[config.mk]
export PLATFORM = sky130hd
export DESIGN_NAME = candle_sequencer
export DESIGN_NICKNAME = d
export VERILOG_FILES = /design/src/rtl/candle_pkg.sv /design/src/rtl/candle_sequencer_step_timer.sv /design/src/rtl/candle_sequencer.sv
export SDC_FILE = /design/constraint.sdc
export NUM_CORES = 1
export LEC_CHECK = 0
export CAP_MARGIN = 20
export CORE_MARGIN = 3
export CORE_UTILIZATION = 63
export CTS_BUF_LIST = sky130_fd_sc_hd__clkbuf_4 sky130_fd_sc_hd__clkbuf_8
export DETAILED_ROUTE_END_ITERATION = 10
export PLACE_DENSITY = 0.86
export SYNTH_ARGS = -nofsm -noshare
export SYNTH_HDL_FRONTEND = slang
export SYNTH_SLANG_ARGS = --single-unit
export TNS_END_PERCENT = 20
[constraint.sdc]
create_clock -name sys_clk -period 9.6 [get_ports sys_clk]
set_input_delay 1.44 -clock sys_clk [delete_from_list [all_inputs] [get_ports sys_clk]]
set_output_delay 1.44 -clock sys_clk [all_outputs]
set_load 0.03 [all_outputs]
[src/rtl/candle_pkg.sv]
// Shared definitions for the candle command path: sizing, command opcodes and
// the index-walking helpers used by the sequencer.
package candle_pkg;

  localparam int NUM_CANDLES = 8;
  localparam int POS_W       = $clog2(NUM_CANDLES);

  typedef enum logic [1:0] {
    LIGHT_UPTO     = 2'b00,
    EXTINGUISH_ALL = 2'b01,
    SET_ONE        = 2'b10,
    CLEAR_ONE      = 2'b11
  } cmd_op_e;

  function automatic logic [POS_W-1:0] start_idx(cmd_op_e op, logic [POS_W-1:0] arg);
    unique case (op)
      LIGHT_UPTO:     start_idx = '0;
      EXTINGUISH_ALL: start_idx = POS_W'(NUM_CANDLES - 1);
      default:        start_idx = arg;
    endcase
  endfunction

  // Callers only step when the current index is not final, so neither direction wraps.
  function automatic logic [POS_W-1:0] next_idx(cmd_op_e op, logic [POS_W-1:0] idx);
    if (op == EXTINGUISH_ALL) next_idx = idx - 1'b1;
    else                      next_idx = idx + 1'b1;
  endfunction

  function automatic logic is_final(cmd_op_e op, logic [POS_W-1:0] idx, logic [POS_W-1:0] arg);
    unique case (op)
      LIGHT_UPTO:     is_final = (idx == arg);
      EXTINGUISH_ALL: is_final = (idx == '0);
      default:        is_final = 1'b1;
    endcase
  endfunction

endpackage

[src/rtl/candle_sequencer_step_timer.sv]
// Loadable down-counter that times the idle gap between lighting-effect pulses.
// expire is high during the last of STEP_CYCLES counted cycles after a load.
module step_timer #(
  parameter int STEP_CYCLES = 25_000_000
) (
  input  logic sys_clk,
  input  logic clr_async,
  input  logic load,
  output logic expire
);

  localparam int              CNT_W    = $clog2(STEP_CYCLES + 1);
  localparam logic [CNT_W-1:0] LOAD_VAL = CNT_W'(STEP_CYCLES);

  logic [CNT_W-1:0] cnt_q;

  always_ff @(posedge sys_clk or posedge clr_async) begin
    if (clr_async)           cnt_q <= '0;
    else if (load)           cnt_q <= LOAD_VAL;
    else if (cnt_q != '0)    cnt_q <= cnt_q - 1'b1;
  end

  assign expire = (cnt_q == CNT_W'(1));

endmodule

[src/rtl/candle_sequencer.sv]
// Host command front end for candle_controller: turns accepted commands into
// spaced single-cycle set/clear pulses while tracking a shadow of candle_state.
module candle_sequencer
  import candle_pkg::*;
#(
  parameter int STEP_CYCLES = 25_000_000
) (
  input  logic                   sys_clk,
  input  logic                   clr_async,
  input  logic                   cmd_valid,
  output logic                   cmd_ready,
  input  logic [1:0]             cmd_op,
  input  logic [POS_W-1:0]       cmd_arg,
  input  logic                   abort,
  output logic [POS_W-1:0]       pos_to_set,
  output logic                   set_enable,
  output logic [POS_W-1:0]       pos_to_clear,
  output logic                   clear_enable,
  output logic [NUM_CANDLES-1:0] shadow_state,
  output logic                   busy,
  output logic                   done
);

  typedef enum logic [1:0] {S_IDLE, S_SCAN, S_WAIT} state_e;

  state_e                 state_q, state_d;
  cmd_op_e                op_q, op_d;
  logic [POS_W-1:0]       arg_q, arg_d;
  logic [POS_W-1:0]       idx_q, idx_d;
  logic                   set_en_q, set_en_d;
  logic                   clr_en_q, clr_en_d;
  logic [POS_W-1:0]       pos_set_q, pos_set_d;
  logic [POS_W-1:0]       pos_clr_q, pos_clr_d;
  logic [NUM_CANDLES-1:0] shadow_q, shadow_d;
  logic                   done_q, done_d;
  logic                   ready_q, ready_d;
  logic                   enter_scan;
  logic                   timer_load;
  logic                   timer_expire;

  step_timer #(.STEP_CYCLES(STEP_CYCLES)) u_step_timer (
    .sys_clk   (sys_clk),
    .clr_async (clr_async),
    .load      (timer_load),
    .expire    (timer_expire)
  );

  // Outputs are registered, so the pulse for an index is decided on the edge
  // that enters its SCAN cycle, using the shadow as it will be after that edge.
  always_comb begin
    state_d    = state_q;
    op_d       = op_q;
    arg_d      = arg_q;
    idx_d      = idx_q;
    enter_scan = 1'b0;
    timer_load = 1'b0;

    shadow_d = shadow_q;
    if (set_en_q) shadow_d[pos_set_q] = 1'b1;
    if (clr_en_q) shadow_d[pos_clr_q] = 1'b0;

    unique case (state_q)
      S_IDLE: begin
        if (cmd_valid) begin
          op_d       = cmd_op_e'(cmd_op);
          arg_d      = cmd_arg;
          idx_d      = start_idx(cmd_op_e'(cmd_op), cmd_arg);
          state_d    = S_SCAN;
          enter_scan = 1'b1;
        end
      end
      S_SCAN: begin
        if (abort || done_q) begin
          state_d = S_IDLE;
        end else if (set_en_q || clr_en_q) begin
          state_d    = S_WAIT;
          timer_load = 1'b1;
        end else begin
          idx_d      = next_idx(op_q, idx_q);
          enter_scan = 1'b1;
        end
      end
      S_WAIT: begin
        if (abort) begin
          state_d = S_IDLE;
        end else if (timer_expire) begin
          idx_d      = next_idx(op_q, idx_q);
          state_d    = S_SCAN;
          enter_scan = 1'b1;
        end
      end
      default: state_d = S_IDLE;
    endcase

    set_en_d  = 1'b0;
    clr_en_d  = 1'b0;
    done_d    = 1'b0;
    pos_set_d = pos_set_q;
    pos_clr_d = pos_clr_q;
    if (enter_scan) begin
      unique case (op_d)
        LIGHT_UPTO:     set_en_d = ~shadow_d[idx_d];
        EXTINGUISH_ALL: clr_en_d = shadow_d[idx_d];
        SET_ONE:        set_en_d = 1'b1;
        default:        clr_en_d = 1'b1;
      endcase
      if (set_en_d) pos_set_d = idx_d;
      if (clr_en_d) pos_clr_d = idx_d;
      done_d = is_final(op_d, idx_d, arg_d);
    end

    ready_d = (state_d == S_IDLE);
  end

  always_ff @(posedge sys_clk or posedge clr_async) begin
    if (clr_async) begin
      state_q   <= S_IDLE;
      set_en_q  <= 1'b0;
      clr_en_q  <= 1'b0;
      pos_set_q <= '0;
      pos_clr_q <= '0;
      shadow_q  <= '0;
      done_q    <= 1'b0;
      ready_q   <= 1'b1;
    end else begin
      state_q   <= state_d;
      set_en_q  <= set_en_d;
      clr_en_q  <= clr_en_d;
      pos_set_q <= pos_set_d;
      pos_clr_q <= pos_clr_d;
      shadow_q  <= shadow_d;
      done_q    <= done_d;
      ready_q   <= ready_d;
    end
  end

  // Latched command and scan position only matter outside IDLE.
  always_ff @(posedge sys_clk) begin
    op_q  <= op_d;
    arg_q <= arg_d;
    idx_q <= idx_d;
  end

  assign cmd_ready    = ready_q;
  assign busy         = ~ready_q;
  assign set_enable   = set_en_q;
  assign clear_enable = clr_en_q;
  assign pos_to_set   = pos_set_q;
  assign pos_to_clear = pos_clr_q;
  assign shadow_state = shadow_q;
  assign done         = done_q;

endmodule
# After elaboration in Yosys (flattened, before gate mapping)
# Cells that the tools add are included.
# classes
order_cmp,5
n_addsub,3
reduce_logical,14
mux,45
bitwise_logic,5
n_eq_ne,8
# op_table
cell,n
two-way mux 25 bit,2
"== test 25 x 1 -> 1 bit, second input constant",1
nonzero test 25 bit,1
"subtractor 25 x 1 -> 25 bit, second input constant",1
two-way mux 3 bit,8
two-way mux 1 bit,16
two-way mux 8 bit,2
two-way mux 2 bit,7
"less-than comparator 3 x 4 -> 1 bit, second input constant",3
one-hot mux 3 bit (3 select lines),1
bitwise AND 8 bit,1
"== test 2 x 1 -> 1 bit, second input constant",4
logical NOT 2 bit,4
inverter 8 bit,1
OR 8 bit,1
demux 1 bit (select 3 bit),2
"greater-or-equal comparator 3 x 1 -> 1 bit, second input constant",2
one-hot mux 1 bit (2 select lines),3
one-hot mux 2 bit (3 select lines),1
one-hot mux 3 bit (2 select lines),1
"== test 2 bit, second input constant",2
AND reduction 2 bit,2
"adder 3 x 1 -> 3 bit, second input constant",1
binary-select mux 1 bit (select 3 bit),1
other kinds (9),12
# word_totals
input_bits,9
output_inout_bits,19
elab_cells,92
ff_bits,53

# Depth between registers and ports, before layout
# Gate-level depths: netlist of the first run.
# logic_depth
ltp_word,14
depth_mapped,12
mapped_depth_nobuf,11

# Modules after synthesis
# Synthesis of the first run repeated with hierarchy kept, for this count alone.
# unflattened
hier_cells,295
area_unflattened_um2,2946.6
# by_module_without_submodules
module,n_inst,cells_per_inst,area_each_um2,seq_area_each_um2
step_timer,1,159,1496.4,625.6
candle_sequencer,1,136,1450.1,661.9

# Worst setup path before layout of the first run
# No wires, ideal clock.
# synth_timing
path_kind,in2reg
start,input abort
end,"register pos_set_q[0], in the netlist pos_to_set[0]"
arrival_ns,3.688
required_ns,9.472
stages,10
setup_time_ns,0.128
path_slack_ns,5.784
n_path_buf,1
cell_sequence,nor3b_1 -> nand4_1 -> or3_4 -> and3_4 -> buf_6 -> inv_2 -> mux2i_1 -> mux2i_4 -> a311oi_4 -> mux2_1
# synth_via
elab_chain_cells,9
elab_cells_between_ends,13
cone_classes,10 x mux; 1 x bitwise; 2 x reduce/logical
# synth_lines
item,line_no,text
from (decl),candle_sequencer.sv:14,"input logic abort,"
logical OR 1 bit,candle_sequencer.sv:73,if (abort || done_q) begin
two-way mux 3 bit,candle_sequencer.sv:73,
one-hot mux 3 bit (3 select lines) (*),candle_sequencer.sv:62,unique case (state_q)
net idx_d[1],candle_sequencer.sv:29,"logic [POS_W-1:0] idx_q, idx_d;"
binary-select mux 1 bit (select 3 bit) (*),candle_sequencer.sv:102,LIGHT_UPTO: set_en_d = ~shadow_d[idx_d];
two-way mux 1 bit (not written as such) (*),candle_sequencer.sv:102,
inverter 1 bit (*),candle_sequencer.sv:102,
one-hot mux 1 bit (2 select lines) (*),candle_sequencer.sv:101,unique case (op_d)
two-way mux 1 bit (*),candle_sequencer.sv:100,if (enter_scan) begin
AND reduction 2 bit (no line) (*),-,
to (signal assigned),candle_sequencer.sv:129,pos_set_q <= pos_set_d;
to (decl),candle_sequencer.sv:32,"logic [POS_W-1:0] pos_set_q, pos_set_d;"
# The timed path passes the listed nets; every way through them passes the cells marked *. The select of a mux whose other input is x is not followed.
# A chain may end at the register's enable or synchronous reset.

# Worst setup path after layout of the first run
# Same ends and word-level chain as after synthesis.

==> flow_metrics.env, run 1 <==
export IMPL_vias=2345
export IMPL_drtIter0Drc=221
export IMPL_antenna_left=0
export IMPL_first_global_vias=2298
export IMPL_drive_gt1_share_pct=9.85
export IMPL_status="finished, final reports clean"
export IMPL_critPathCaptureType="flop"
export IMPL_cts_hold_buffers=0
export IMPL_async_flop_share_pct=84.9
export IMPL_setup_ws_ps=5260
export IMPL_fin_crit_sh_pct=45.2
export IMPL_synth_top_area_share_pct=38.4
export IMPL_drc=0
export IMPL_pwr_density_cell_nw_per_um2=339
export IMPL_rr_endpoint="pos_to_set[0]"
export IMPL_final_core_util_pct=77.6
export IMPL_dp_hpwl_microns=4570
export IMPL_grt_setup_unrepaired="no"
export IMPL_ff2ff_path_depth=9
export IMPL_irDropWorstVdd_mv=0.271
export IMPL_finalHoldViolCount=0
export IMPL_die_w_microns=73.5
export IMPL_timing_rr_start="u_step_timer.cnt_q[13]"
export IMPL_p_leak_nw=1.27
export IMPL_cts_setup_buffers=0
export IMPL_numPlacedInstances=367
export IMPL_final_max_slew_viol_count=0
export IMPL_endpoint="pos_to_set[0]"
export IMPL_synth_seq_cells=53
export IMPL_synthFlopType="dfrtp_1"
export IMPL_yosysUniqueCellTypes=56
export IMPL_comb_power_share_pct=52.2
export IMPL_tns_ps=0
export IMPL_grt_overflow=0
export IMPL_cp_max_fo=7
export IMPL_start_util_pct=68.3
export IMPL_tightest_slew_ps=786
export IMPL_cts_sinks=53
export IMPL_met2_usage_pct=39.0
export IMPL_hold_path_class="reg -> reg"
export IMPL_timing_fmax_mhz=230
export IMPL_startpoint="abort"
export IMPL_clockRootBuffer="clkbuf_8"
export IMPL_grt_first_pass_wirelength_microns=10600
export IMPL_die_h_microns=73.5
export IMPL_multi_input_area_sq_um=1480
export IMPL_rows=23
export IMPL_diodes=0
export IMPL_regArea_sq_um=1290
export IMPL_nFillCells=291
export IMPL_placed_area_sq_um=3170
export IMPL_finalSetupViolCount=0
export IMPL_syn_inst=296
export IMPL_avgRoutedWirePerCell_microns=17.0
export IMPL_busiest_layer="met2"
export IMPL_syn_area_per_cell_sq_um=9.69
export IMPL_instances_no_fill=375
export IMPL_syn_num_nets=309
export IMPL_p_sw_mw=0.503
export IMPL_p_seq_share_pct=35.9
export IMPL_arrival_ps=4540
export IMPL_grt_met3_usage_pct=6.02
export IMPL_grt_met1_usage_pct=35.8
export IMPL_insertion_delay_ps=310
export IMPL_synth_area_top_cells="dfrtp_1 (38%), dfxtp_1 (5.6%), xnor2_1 (4.6%)"
export IMPL_vias_per_cell=6.25
export IMPL_io_pins=28
export IMPL_synth_enable_flop_cells=0
export IMPL_cp_required_ps=9800
export IMPL_hold_start="arg_q[2]"
export IMPL_place_ws_ps=4970
export IMPL_cts_path_max_buffers=2
export IMPL_num_nets_final=337
export IMPL_r2r_setup_slack_ps=5870
export IMPL_clkPwrFrac_pct=11.9
export IMPL_yosysSeqAreaShare_pct=44.9
export IMPL_p_int_mw=0.601
export IMPL_timing_hold_ws_ps=495
export IMPL_cts_inserted_buffers=5
export IMPL_max_cap_violations=0
export IMPL_syn2layout_area_growth_pct=13.6
export IMPL_htree_levels=2
export IMPL_yosysWarnings=0
export IMPL_final_area_sq_um=3260
export IMPL_fin_crit_ps=4340
export IMPL_path_clk_slew_ps=90
export IMPL_slew_limit_headroom_pct=47.5
export IMPL_finalPower_mw=1.10
export IMPL_port_buffers=27
export IMPL_swShare_pct=45.5
export IMPL_routed_wl_microns=6360
export IMPL_cts_resized=0
export IMPL_grt_use_total_pct=25.4
export IMPL_die_area_sq_um=5400
export IMPL_synth_top_area_cell="dfrtp_1"
export IMPL_start_kind="input pin"
export IMPL_place_gp_congestion=0.912
export IMPL_core_area_sq_um=4200
export IMPL_first_pass_iters=4
export IMPL_synth_area_sq_um=2870
export IMPL_worstSetupPathType="in -> reg"
export IMPL_grt_antenna_before_repair=0
export IMPL_cts_tree="built"
export IMPL_grt_max_degree=46
export IMPL_finalClockSkew_ps=11.3
cell type report:
class,count,area share [%]
inverter,17,1.96
timing repair buffer,28,8.52
clock buffer,8,2.80
sequential,53,39.5
multi-input combinational,219,45.3
tap,50,1.92
worst min path at each step:
stage,to,slack [ps],cells past startpoint
3_3_place_gp,arg_q[2],470,1
5_1_grt,arg_q[2],510,1
2_1_floorplan,arg_q[2],450,1
3_5_place_dp,arg_q[2],480,1
4_1_cts,arg_q[2],500,1
6_report,arg_q[2],500,1
critical path, cell delays in order:
cell	delay [ps]
clkdlybuf4s50_1	470
nor3_1	450
a21oi_1	140
a311oi_1	430
and3_4	370
inv_2	70
mux2i_1	280
mux2i_4	150
a311oi_4	380
mux2_1	360
layer usage:
layer / share of wire, % / vias to the layer above
met4: 1.7 / 0
met5: 0 / -
li1: - / 1107
met3: 9.3 / 15
met1: 42 / 1126
met2: 47 / 97
power groups by stage:
stage	clock network, mW	registers (mW)	logic (mW)
after floorplan	0	0.434	0.364
after global placement	0	0.392	0.548
after detailed placement	0	0.395	0.566
after CTS	0.131	0.393	0.570
after global routing	0.141	0.407	0.620
final	0.132	0.396	0.576
cell families after synthesis:
kind of cell	synth area share [%]
AOI/OAI and AO/OA	13.2
xor gates and xnor gates	7.02
adders and majority gates	2.01
buffers and inverters	3.66
DFF	44.9
muxes	6.11
and+or+nand+nor	23.2
cells in the mapped netlist (5+ instances only):
cell type,number
nor4_1,8
dfrtp_1,44
a21oi_1,6
mux2i_1,6
or3_1,5
nand3_1,10
inv_1,16
o21ai_0,10
clkbuf_1,5
xor2_1,8
dfxtp_1,8
nand2b_1,5
xnor2_1,15
or4_1,6
nand2_1,30
nor3_1,12
mux2_2,5
nor2_1,33
flip-flops by register name (all words and copies together) (netlist names):
signal and cells:
done 1, u_step_timer.cnt_q 25, op_q 2, pos_to_set 3
state_q 2, idx_q 3, clear_enable 1, shadow_state 8
set_enable 1, pos_to_clear 3, cmd_ready 1, arg_q 3
layout by cell type (no fill, tap or decap), types with 3 or more instances in the layout:
cell type,count
clkbuf_8,5
nor3_1,12
o22a_1,3
xor2_1,8
dfrtp_1,44
clkdlybuf4s50_1,27
or2_2,3
nor2b_1,3
a21oi_1,6
nand3_1,10
xnor2_1,15
or3_1,5
nor4_1,8
nor2_1,33
or4_1,6
o22ai_1,4
ha_1,3
a31oi_1,4
nand2b_1,5
inv_1,15
nand2_1,30
o21ai_0,10
dfxtp_1,8
clkbuf_4,3
nand4_1,3
mux2i_1,6
mux2_2,5
o21a_1,3
(Power assumes the default switching activity.)
==> run 2: changes to the inputs <==
CORE_UTILIZATION = 53   (was 63)
PLACE_DENSITY = 0.77   (was 0.86)
clock period = 3.92 ns   (was 9.6 ns; I/O delays follow)
==> run 2 against run 1 <==
First-iteration DRC count down 38%. Core utilization down 14 points. Worst setup slack worse by 4900 ps. Wire length down 7.8%. Sequential power up 140%. Combinational power up 140%. Sequential share of layout area down 0.63 points. Power up 140%. Critical path depth down 1. Die area up 17%. Via count down 2.8%. Final cell count up 6.4%. Largest power group unchanged.
==> flow_metrics.env, run 2 (synthesis gave the netlist of run 1 again) <==
export IMPL_status="finished, final reports clean"
export IMPL_critPathMostFrequentCell="or4_4"
export IMPL_die_area_sq_um=6330
export IMPL_finalSetupViolCount=0
export IMPL_layout_commonest_cell="dfrtp_1"
export IMPL_cpMaxStageDelayCell="or4_4"
export IMPL_drtIter0Drc=137
export IMPL_start_kind="flop"
export IMPL_drc=0
export IMPL_first_pass_iters=4
export IMPL_final_max_slew_viol_count=0
export IMPL_grt_first_pass_wirelength_microns=10100
export IMPL_critPathCaptureType="flop"
export IMPL_grt_setup_unrepaired="no"
export IMPL_top_register="u_step_timer.cnt_q"
export IMPL_slew_limit_headroom_pct=58.2
export IMPL_tns_ps=0
export IMPL_grt_overflow=0
export IMPL_diodes=0
export IMPL_cts_tree="built"
export IMPL_final_area_sq_um=3310
export IMPL_insertion_delay_ps=300
export IMPL_cp_required_ps=4110
export IMPL_cts_path_max_buffers=2
export IMPL_fin_crit_sh_pct=91.9
export IMPL_pwr_density_cell_nw_per_um2=808
export IMPL_finalPower_mw=2.67
export IMPL_placed_area_sq_um=3220
export IMPL_p_leak_nw=1.29
export IMPL_cts_setup_buffers=0
export IMPL_instances_no_fill=399
export IMPL_cts_hold_buffers=0
export IMPL_cp_cell_sequence="or4_4 > or4_4 > or3_4 > and3_4 > inv_2 > mux2i_1 > mux2i_4 > a311oi_4 > mux2_1"
export IMPL_worstSetupPathType="reg -> reg"
export IMPL_cts_resized=0
export IMPL_largest_reg_flops=25
export IMPL_timing_hold_ws_ps=490
export IMPL_timing_fmax_mhz=278
export IMPL_finalHoldViolCount=0
export IMPL_core_area_sq_um=5170
export IMPL_arrival_ps=3790
export IMPL_antenna_left=0
export IMPL_vias=2280
export IMPL_htree_levels=2
export IMPL_path_clk_slew_ps=90
export IMPL_dp_hpwl_microns=4390
export IMPL_vias_per_cell=5.71
export IMPL_start_util_pct=55.5
export IMPL_finalClockSkew_ps=7.09
export IMPL_max_cap_violations=0
export IMPL_die_h_microns=79.6
export IMPL_place_ws_ps=239
export IMPL_tightest_slew_ps=610
export IMPL_numPlacedInstances=391
export IMPL_num_nets_final=341
export IMPL_irDropWorstVdd_mv=0.404
export IMPL_mostFrequentLayoutCells="dfrtp_1 (44), nor2_1 (33), nand2_1 (30), clkdlybuf4s50_1 (27)"
export IMPL_cp_max_fo=10
export IMPL_first_global_vias=2216
export IMPL_setup_ws_ps=317
export IMPL_fin_crit_ps=3600
export IMPL_cts_sinks=53
export IMPL_die_w_microns=79.6
export IMPL_hold_path_class="reg -> reg"
export IMPL_grt_max_degree=46
export IMPL_cpPeakStageDelay_ps=600
export IMPL_clockRootBuffer="clkbuf_8"
export IMPL_cts_inserted_buffers=5
export IMPL_grt_antenna_before_repair=0
export IMPL_grt_use_total_pct=20.0
export IMPL_io_pins=28
export IMPL_routed_wl_microns=5870
export IMPL_avgRoutedWirePerCell_microns=14.7
export IMPL_port_buffers=27
export IMPL_place_gp_congestion=0.922
export IMPL_final_core_util_pct=64.0
export IMPL_syn2layout_area_growth_pct=15.4
export IMPL_drive_gt1_share_pct=10.9
export IMPL_rows=26
run 2: cell count changes in the layout (fill, tap and decap cells not counted):
| cell | change |
|---|---|
| buf_4 | +4 |
| clkbuf_4 | -1 |
| clkinv_2 | +1 |
run 2: routing by layer:
metal | part of all wire (%) | global-route usage (%) | vias up
met5 | 0 | 0 | -
met2 | 45 | 29.6 | 48
met4 | 2.1 | 8.93 | 0
met1 | 49 | 28.8 | 1100
li1 | - | - | 1122
met3 | 3.7 | 2.93 | 10
run 2: path summary, 6_finish.rpt:
check	startpoint	to	slack [ps]	cells after the start
max	u_step_timer.cnt_q[13]	pos_to_set[1]	320	9
min	arg_q[2]	arg_q[2]	490	1
max reg2reg	u_step_timer.cnt_q[13]	pos_to_set[1]	320	9
min reg2reg	arg_q[2]	arg_q[2]	490	1
max in group asynchronous	clr_async	shadow_state[3]	2820	3
min in group asynchronous	clr_async	u_step_timer.cnt_q[22]	710	3
run 2: layout make-up:
type | count | area [sq um]
Fill cell | 431 | 1860
Multi-Input combinational cell | 219 | 1480
Sequential cell | 53 | 1290
Timing Repair Buffer | 32 | 308
Tap cell | 70 | 87.6
Clock buffer | 7 | 83.8
Inverter | 17 | 63.8
Clock inverter | 1 | 5.00
run 2: critical path: cells and delay by family (launching register included):
family,cells,cell delay (ps)
buffers and inverters,1,80
AND/OR/NAND/NOR,4,1830
flip-flops,1,440
AO/OA/AOI/OAI,1,360
multiplexers,3,780
run 2: power breakdown:
| part | total (mW) | switching [mW] | internal (mW) |
|---|---|---|---|
| logic | 1.41 | 0.818 | 0.594 |
| registers | 0.954 | 0.202 | 0.752 |
| clock network | 0.309 | 0.170 | 0.140 |
